File: src/rtl/fib_datapath.sv
`default_nettype none
// ============================================================================
// Module   : fib_datapath
// Purpose  : 3-register bank + small ALU driven by a 9-bit control word,
//            with registered compare flag, sticky carry/borrow and write count.
// Revision : 1.0 - initial release
// ============================================================================
module fib_datapath #(
  parameter int WIDTH   = 8,
  parameter int ITER_W  = 8,
  parameter int INIT_R1 = 0,
  parameter int INIT_R2 = 1,
  parameter int INIT_R3 = 0
) (
  input  logic              clk,
  input  logic              rst,
  input  logic [8:0]        i_signal,
  input  logic [WIDTH-1:0]  i_limit,
  output logic              o_mayor,
  output logic [WIDTH-1:0]  o_result,
  output logic [WIDTH-1:0]  o_r1,
  output logic [WIDTH-1:0]  o_r2,
  output logic              o_ovf,
  output logic [ITER_W-1:0] o_iter
);

  localparam logic [1:0] c_OP_ADD = 2'b00;
  localparam logic [1:0] c_OP_SUB = 2'b01;
  localparam logic [1:0] c_OP_PA  = 2'b10;
  localparam logic [1:0] c_WR_R1  = 2'b00;
  localparam logic [1:0] c_WR_R2  = 2'b01;
  localparam logic [1:0] c_WR_R3  = 2'b10;
  localparam logic [1:0] c_WR_NONE = 2'b11;

  logic [1:0]        w_op, w_sel_a, w_sel_b, w_wr_sel;
  logic              w_we;
  logic [WIDTH-1:0]  w_a, w_b, w_res;
  logic [WIDTH:0]    w_sum;
  logic              w_flag;

  logic [WIDTH-1:0]  r1_q, r1_d, r2_q, r2_d, r3_q, r3_d;
  logic              mayor_q, mayor_d, ovf_q, ovf_d;
  logic [ITER_W-1:0] iter_q, iter_d;

  assign w_op     = i_signal[8:7];
  assign w_sel_a  = i_signal[6:5];
  assign w_sel_b  = i_signal[4:3];
  assign w_wr_sel = i_signal[2:1];
  assign w_we     = i_signal[0];

  always_comb begin
    case (w_sel_a)
      2'b00:   w_a = r1_q;
      2'b01:   w_a = r2_q;
      2'b10:   w_a = r3_q;
      default: w_a = i_limit;
    endcase
    case (w_sel_b)
      2'b00:   w_b = r1_q;
      2'b01:   w_b = r2_q;
      2'b10:   w_b = r3_q;
      default: w_b = i_limit;
    endcase
  end

  // w_flag is carry-out for add, borrow (A<B) for sub, never for pass ops
  always_comb begin
    w_sum  = '0;
    w_flag = 1'b0;
    case (w_op)
      c_OP_ADD: begin
        w_sum  = {1'b0, w_a} + {1'b0, w_b};
        w_flag = w_sum[WIDTH];
      end
      c_OP_SUB: begin
        w_sum  = {1'b0, w_a} - {1'b0, w_b};
        w_flag = (w_a < w_b);
      end
      c_OP_PA:  w_sum = {1'b0, w_a};
      default:  w_sum = {1'b0, w_b};
    endcase
    w_res = w_sum[WIDTH-1:0];
  end

  always_comb begin
    r1_d    = r1_q;
    r2_d    = r2_q;
    r3_d    = r3_q;
    ovf_d   = ovf_q;
    iter_d  = iter_q;
    mayor_d = (r3_q > i_limit);
    if (w_we) begin
      case (w_wr_sel)
        c_WR_R1: r1_d = w_res;
        c_WR_R2: r2_d = w_res;
        c_WR_R3: begin
          r3_d = w_res;
          if (iter_q != {ITER_W{1'b1}}) iter_d = iter_q + 1'b1;
        end
        default: ;
      endcase
      if (w_wr_sel != c_WR_NONE && w_flag) ovf_d = 1'b1;
    end
  end

  always_ff @(posedge clk or posedge rst) begin
    if (rst) begin
      r1_q    <= WIDTH'(INIT_R1);
      r2_q    <= WIDTH'(INIT_R2);
      r3_q    <= WIDTH'(INIT_R3);
      mayor_q <= 1'b0;
      ovf_q   <= 1'b0;
      iter_q  <= '0;
    end else begin
      r1_q    <= r1_d;
      r2_q    <= r2_d;
      r3_q    <= r3_d;
      mayor_q <= mayor_d;
      ovf_q   <= ovf_d;
      iter_q  <= iter_d;
    end
  end

  assign o_mayor  = mayor_q;
  assign o_result = r3_q;
  assign o_r1     = r1_q;
  assign o_r2     = r2_q;
  assign o_ovf    = ovf_q;
  assign o_iter   = iter_q;

endmodule
`default_nettype wire

File: config.mk
export PLATFORM = sky130hd
export DESIGN_NAME = fib_datapath
export DESIGN_NICKNAME = d
export VERILOG_FILES = /design/src/rtl/fib_datapath.sv
export SDC_FILE = /design/constraint.sdc
export NUM_CORES = 1
export LEC_CHECK = 0
export ABC_CLOCK_PERIOD_IN_PS = 7800
export CORE_MARGIN = 10
export CORE_UTILIZATION = 40
export DETAILED_ROUTE_END_ITERATION = 6
export GPL_TIMING_DRIVEN = 0
export PLACE_DENSITY = 0.7
export SYNTH_ARGS = -nofsm -noshare
export SYNTH_HDL_FRONTEND = slang
export SYNTH_SLANG_ARGS = --single-unit
File: constraint.sdc
create_clock -name clk -period 7.8 [get_ports clk]
set_input_delay 1.56 -clock clk [delete_from_list [all_inputs] [get_ports clk]]
set_output_delay 1.56 -clock clk [all_outputs]
set_load 0.02 [all_outputs]
==> impl_metrics.csv, run 1 <==
group,metric,value,unit
status,status,"complete, no violations",
synth,syn_area,2791,µm²
final_layout,fin_nets,387,
synth,yosys.area.top_type,"dfrtp_1",
synth,ys_types,53,
worst_setup_path,crit_path_max_fanout,5,
clock_network,postCtsResizedCells,0,
worst_setup_path,critPathMaxStageDelay,0.68,ns
floorplanning,initial_core_util,41.09,%
detailed_routing,drtIter0Drc,85,
power_and_ir_drop,p_leak,0.001535,µW
power_and_ir_drop,p_per_area,349.1,nW/µm²
clock_network,postCtsSetupBuffers,0,
floorplanning,coreArea,6794,µm²
sta,fin_worst_skew,0.01371,ns
detailed_routing,drtPass1Iterations,4,
worst_setup_path,cp.required,8.02,ns
floorplanning,fp.dieH,103.5,µm
placement,dpl.hpwl,6019,µm
sta,rsz0062_at_grt,"false",
clock_network,worstSkewPairLatency,0.29,ns
worst_setup_path,r2r-start,"o_result[0]",
sta,min_period_over_period,56.49,%
global_routing,grt_pass1_vias,2485,
worst_setup_path,timing.rr.end,"o_r2[6]",
floorplanning,ios,53,
floorplanning,rows,30,
placement,globalplace.congestion,0.8355,
sta,fmax,227.0,MHz
synth,ys_ff_latch,34,
detailed_routing,via_per_inst,5.486,
synth,synth_ff_type,"dfrtp_1",
worst_setup_path,r2r_cells,11,
clock_network,tritoncts,"done",
synth,synth_area_leaders,"dfrtp_1 (30%), mux4_2 (12%), ha_1 (11%)",
final_layout,n_antenna_cell,0,
clock_network,clockBufferDepth,2,
worst_setup_path,r2r_setup_slack,4.69,ns
detailed_routing,routed_wl,7467,µm
detailed_routing,drcViolationCount,0,
global_routing,grt_pass1_wl,12680,µm
final_layout,drive_above_1_share,13.16,%
global_routing,grt.total_usage,13.93,%
sta,setup_tns,0,ns
placement,place_ws,3.164,ns
final_layout,fin_area,3468,µm²
power_and_ir_drop,ir_worst_vdd,170.9,µV
synth,ys.warnings.count,0,
sta,setup_viol,0,
sta,slew_violations,0,
worst_setup_path,cpMaxStageDelayCell,"a311oi_1",
synth,seq_area_frac_synth,30.52,%
placement,port_buffers,47,
clock_network,clockRootBuffer,"clkbuf_8",
worst_hold_path,hp-class,"register to register",
placement,placed_cell_area,3382,µm²
clock_network,clk_pin_slew,0.08,ns
floorplanning,die_area,10720,µm²
final_layout,syn2layout_area_growth,24.25,%
synth,yosys.area.top_type_share,29.58,%
sta,worst_slew_pin_slew,0.7430,ns
clock_network,ctsHoldBuffers,0,
synth,synth_edf_count,0,
worst_hold_path,worstHoldStart,"o_ovf",
synth,synthesis.nets,333,
detailed_routing,ant_nets,0,
worst_setup_path,cp-end-kind,"register",
synth,syn_inst,287,
clock_network,cts.sinks,34,
final_layout,finish.utilization,51.05,%
worst_setup_path,worst_setup_path_start_kind,"primary input",
sta,setup_ws,3.394,ns
final_layout,fillCellCount,608,
clock_network,cts_buffers,5,
global_routing,antenna_found_initial,0,
global_routing,grt_start_max_net_pins,35,
clock_network,cts.htree.levels,2,
run,drv_cap,0,
synth,synthArstFlopShare,100.0,%
sta,final.min_clock_period,4.406,ns
synth,syn_avg_cell_area,9.726,µm²
worst_setup_path,arrival,4.63,ns
worst_setup_path,worstPathCellList,"clkdlybuf4s50_1, mux4_2, ha_1, nor2_1, o311ai_0, a21oi_1, a311oi_1, o21a_1",
detailed_routing,wl_per_cell,17.05,µm
sta,hold_viol_final,0,
global_routing,gr-total-overflow,0,
worst_setup_path,crit_type,"primary input to register",
detailed_routing,vias,2403,
sta,slew_headroom,50.39,%
worst_hold_path,holdPathEnd,"o_ovf",
worst_hold_path,holdPathStages,1,
floorplanning,die-width,103.5,µm
-- cell usage after synthesis, drive strengths merged, types with 4 or more instances --
cell type and count:
a211oi 5, mux2 5, xor2 5, a21oi 12, o211ai 4, ha 25
nor2 14, buf 9, xnor2 7, mux4 15, inv 27, mux2i 8
o21ai 24, dfrtp 33, o31ai 6, clkbuf 6, o21a 6, nand2 33
-- placed cells by master, fill, tap and decap left out, types with 3 or more instances in the layout --
master           instances
nor2_1                  14
o21a_1                   6
buf_2                    6
inv_1                   25
mux2i_1                  8
a211oi_1                 3
ha_1                    25
clkbuf_8                 5
nand4_1                  3
mux2_2                   5
dfrtp_1                 33
o21ai_0                 22
xor2_1                   5
nand2_1                 33
nor2b_1                  3
a311oi_1                 3
clkbuf_1                 7
a21oi_1                 12
xnor2_1                  7
nand3_1                  3
mux4_2                  15
clkdlybuf4s50_1         47
o211ai_1                 4
o31ai_1                  5
-- critical path, delay by kind of cell --
family          cells  cell delay [ns]
compound gates      4             1.59
simple gates        1             0.06
buf+inv             1             0.45
fa+ha+maj           1             0.38
mux                 1             0.59
-- layout make-up --
| class | count | area (µm²) | share of cell area (%) |
|---|---|---|---|
| plain buffers | 15 | 67.56 | 1.948 |
| flip-flops and latches | 34 | 852.1 | 24.57 |
| well taps | 96 | 120.1 | 3.463 |
| clock buffers | 6 | 72.57 | 2.092 |
| inverters | 27 | 101.3 | 2.922 |
| clock inverters | 2 | 13.76 | 0.3968 |
| repair buffers | 47 | 470.5 | 13.56 |
| multi-input cells | 211 | 1770 | 51.05 |
-- worst max-delay path by stage --
stage | cells after the start | endpoint | slack (ns) | startpoint
after detailed placement | 8 | o_r2[5] | 3.16 | i_limit[1]
after global placement | 12 | o_r1[6] | 3.29 | i_signal[6]
after CTS | 8 | o_r2[5] | 3.46 | i_limit[1]
final | 8 | o_r2[5] | 3.39 | i_limit[1]
after floorplan | 12 | o_ovf | 3.72 | i_signal[6]
after global routing | 8 | o_r2[5] | 3.22 | i_limit[1]
-- registers in the layout, summed over array words and instances (netlist names) --
signal,flops
o_iter,8
o_ovf,1
o_mayor,1
o_r2,8
o_result,8
o_r1,8
-- logic make-up (layout without fill, tap and decap cells) --
family / count (synthesis) / in the layout / synth area share [%]
flops: 34 / 34 / 30.52
fa+ha+maj: 27 / 27 / 12.64
mux: 28 / 28 / 16.99
buf+inv: 42 / 97 / 6.051
compound gates: 75 / 75 / 18.02
xor+xnor: 12 / 12 / 3.765
simple gates: 69 / 69 / 12.01
-- through the flow --
stage / hold slack, ns / total power [µW] / std cells
after floorplan: 0.5214 / 806.1 / 287
after global placement: 0.4561 / 1051 / 430
after detailed placement: 0.4578 / 1078 / 430
after CTS: 0.4768 / 1215 / 438
after global routing: 0.4890 / 1308 / 438
final: 0.4711 / 1211 / 438
-- power by group --
part           total, µW  internal, µW  switching [µW]
sequential           319           242            77.3
clock                132          63.0            69.1
combinational        760           351             409
-- metal layers --
metal  track usage, %  routed length, µm  vias up
li1                 -                  -     1139
met1            16.55               3149     1191
met2            24.68               3931       60
met3            2.416                291       13
met4            4.435                 94        0
met5                0                  0        -
Power figures use the tool's default switching activity.
==> run 2, diff against run 1 <==
--- a/config.mk
+++ b/config.mk
@@ -5,12 +5,12 @@
 export SDC_FILE = /design/constraint.sdc
 export NUM_CORES = 1
 export LEC_CHECK = 0
-export ABC_CLOCK_PERIOD_IN_PS = 7800
+export ABC_CLOCK_PERIOD_IN_PS = 3950
 export CORE_MARGIN = 10
 export CORE_UTILIZATION = 40
 export DETAILED_ROUTE_END_ITERATION = 6
 export GPL_TIMING_DRIVEN = 0
-export PLACE_DENSITY = 0.7
+export PLACE_DENSITY = 0.73
 export SYNTH_ARGS = -nofsm -noshare
 export SYNTH_HDL_FRONTEND = slang
 export SYNTH_SLANG_ARGS = --single-unit
==> constraint.sdc (replaced) <==
create_clock -name clk -period 3.95 [get_ports clk]
set_input_delay 0.79 -clock clk [delete_from_list [all_inputs] [get_ports clk]]
set_output_delay 0.79 -clock clk [all_outputs]
set_load 0.02 [all_outputs]
==> impl_metrics.csv, run 2 (same netlist as run 1, synthesis figures left out) <==
group,metric,value,unit
status,status,"complete, no violations",
floorplanning,fp.dieH,103.5,µm
detailed_routing,drcViolationCount,0,
power_and_ir_drop,clock_power_share,11.4,%
placement,placed_cells,430,
worst_setup_path,worst_setup_path_start_kind,"primary input",
sta,setup_ws,0.3749,ns
clock_network,cts_buffers,5,
floorplanning,initial_core_util,41.09,%
sta,worst_slew_pin_slew,0.7249,ns
sta,fin_worst_skew,0.006978,ns
clock_network,clk_pin_slew,0.07,ns
placement,place_ws,0.1262,ns
sta,hold_slack,0.4920,ns
power_and_ir_drop,p_per_area,685.7,nW/µm²
floorplanning,rows,30,
clock_network,clockRootBuffer,"clkbuf_8",
power_and_ir_drop,p_switching,1086,µW
floorplanning,die-width,103.5,µm
global_routing,grt_start_max_net_pins,35,
sta,slew_violations,0,
sta,setup_viol,0,
run,drv_cap,0,
worst_hold_path,holdPathStages,1,
sta,rsz0062_at_grt,"false",
placement,globalplace.congestion,0.8469,
sta,final.min_clock_period,3.575,ns
worst_setup_path,crit_type,"primary input to register",
global_routing,antenna_found_initial,0,
worst_hold_path,hp-class,"register to register",
detailed_routing,drtPass1Iterations,4,
worst_setup_path,crit_path_max_fanout,9,
placement,dpl.hpwl,5876,µm
final_layout,fin_area,3501,µm²
final_layout,fin_nets,388,
detailed_routing,ant_nets,0,
clock_network,tritoncts,"done",
worst_setup_path,r2r_cells,11,
final_layout,syn2layout_area_growth,25.41,%
power_and_ir_drop,switching_share,45.26,%
power_and_ir_drop,ir_worst_vdd,442.3,µV
power_and_ir_drop,p_leak,0.001548,µW
clock_network,ctsHoldBuffers,0,
floorplanning,ios,53,
worst_setup_path,cp.required,4.11,ns
final_layout,mostFrequentLayoutCells,"clkdlybuf4s50_1 (47), nand2_1 (33), dfrtp_1 (33)",
floorplanning,coreArea,6794,µm²
clock_network,clockBufferDepth,2,
power_and_ir_drop,seqPwrFrac,26.3,%
detailed_routing,via_per_inst,5.483,
clock_network,postCtsSetupBuffers,0,
clock_network,cts.htree.levels,2,
clock_network,cts.sinks,34,
power_and_ir_drop,p_int,1314,µW
sta,setup_tns,0,ns
final_layout,n_antenna_cell,0,
global_routing,gr-total-overflow,0,
global_routing,grt.total_usage,13.28,%
placement,port_buffers,47,
final_layout,final_common_cell,"clkdlybuf4s50_1",
sta,hold_viol_final,0,
sta,fmax,279.7,MHz
final_layout,drive_above_1_share,13.12,%
detailed_routing,vias,2407,
power_and_ir_drop,pwr-share-comb,62.3,%
global_routing,grt_pass1_wl,12080,µm
clock_network,postCtsResizedCells,0,
floorplanning,die_area,10720,µm²
detailed_routing,wl_per_cell,16.92,µm
worst_setup_path,cp-end-kind,"register",
clock_network,worstSkewPairLatency,0.29,ns
worst_setup_path,arrival,3.73,ns
sta,min_period_over_period,90.51,%
placement,placed_cell_area,3382,µm²
detailed_routing,drtIter0Drc,133,
final_layout,instances_no_fill,439,
global_routing,grt_pass1_vias,2436,
detailed_routing,routed_wl,7430,µm
sta,slew_headroom,51.38,%
run 2: cell count changes in the layout (fill, tap and decap cells not counted), sizes merged:
| cell | previous run | this run |
|---|---|---|
| inv | 27 | 26 |
| buf | 9 | 10 |
| clkbuf | 12 | 13 |
run 2: routing by layer:
| layer | routed length [µm] | GRT usage (%) | part of all wire [%] |
|---|---|---|---|
| met5 | 0 | 0 | 0 |
| met3 | 424 | 3.408 | 5.7 |
| met2 | 3773 | 22.93 | 51 |
| met4 | 89 | 4.637 | 1.2 |
| met1 | 3143 | 15.48 | 42 |
run 2: metrics by stage:
stage	util (%)	power [µW]
floorplan	-	1592
global placement	49.78	2071
detailed placement	49.78	2114
CTS	51.12	2397
global route	51.53	2576
finish	51.53	2400
run 2: final timing paths:
kind,slack (ns),from,end
min in group asynchronous,0.83,rst,o_result[3]
worst max-delay path,0.37,i_signal[6],o_r1[6]
worst min register to register,0.49,o_ovf,o_ovf
worst min-delay path,0.49,o_ovf,o_ovf
worst max register to register,0.79,o_result[0],o_r1[6]
max in group asynchronous,2.57,rst,o_r2[0]
run 2: area by class of cell:
| cell class | instances | area (µm²) |
|---|---|---|
| repair buffers | 48 | 498.0 |
| multi-input cells | 211 | 1770 |
| fillers | 613 | 3293 |
| plain buffers | 15 | 67.56 |
| clock inverters | 1 | 5.005 |
| well taps | 96 | 120.1 |
| inverters | 27 | 101.3 |
| clock buffers | 7 | 86.33 |
| flip-flops and latches | 34 | 852.1 |
run 2: power by group through the flow:
stage	Sequential, µW	Clock, µW	Combinational (µW)
5_1_grt	652	291	1630
3_5_place_dp	632	0	1480
4_1_cts	628	278	1490
6_report	631	273	1500
3_3_place_gp	622	0	1450
2_1_floorplan	752	0	840
run 2: critical path, cell delays in order:
cell     delay [ns]
buf_2          0.25
mux2_2         0.36
o21ai_0        0.35
inv_1          0.09
ha_1           0.26
fa_1           0.42
a21oi_1        0.23
nor4_1         0.07
nor3_1         0.25
a21oi_1        0.13
xnor2_1        0.38
o31ai_1        0.13
==> run 3, diff against run 2 <==
--- a/config.mk
+++ b/config.mk
@@ -9,6 +9,7 @@
 export CORE_MARGIN = 10
 export CORE_UTILIZATION = 40
 export DETAILED_ROUTE_END_ITERATION = 6
+export GPL_ROUTABILITY_DRIVEN = 0
 export GPL_TIMING_DRIVEN = 0
 export PLACE_DENSITY = 0.73
 export SYNTH_ARGS = -nofsm -noshare
==> results of run 3 <==
Final layout, timing and power as in run 2 (identical DEF).
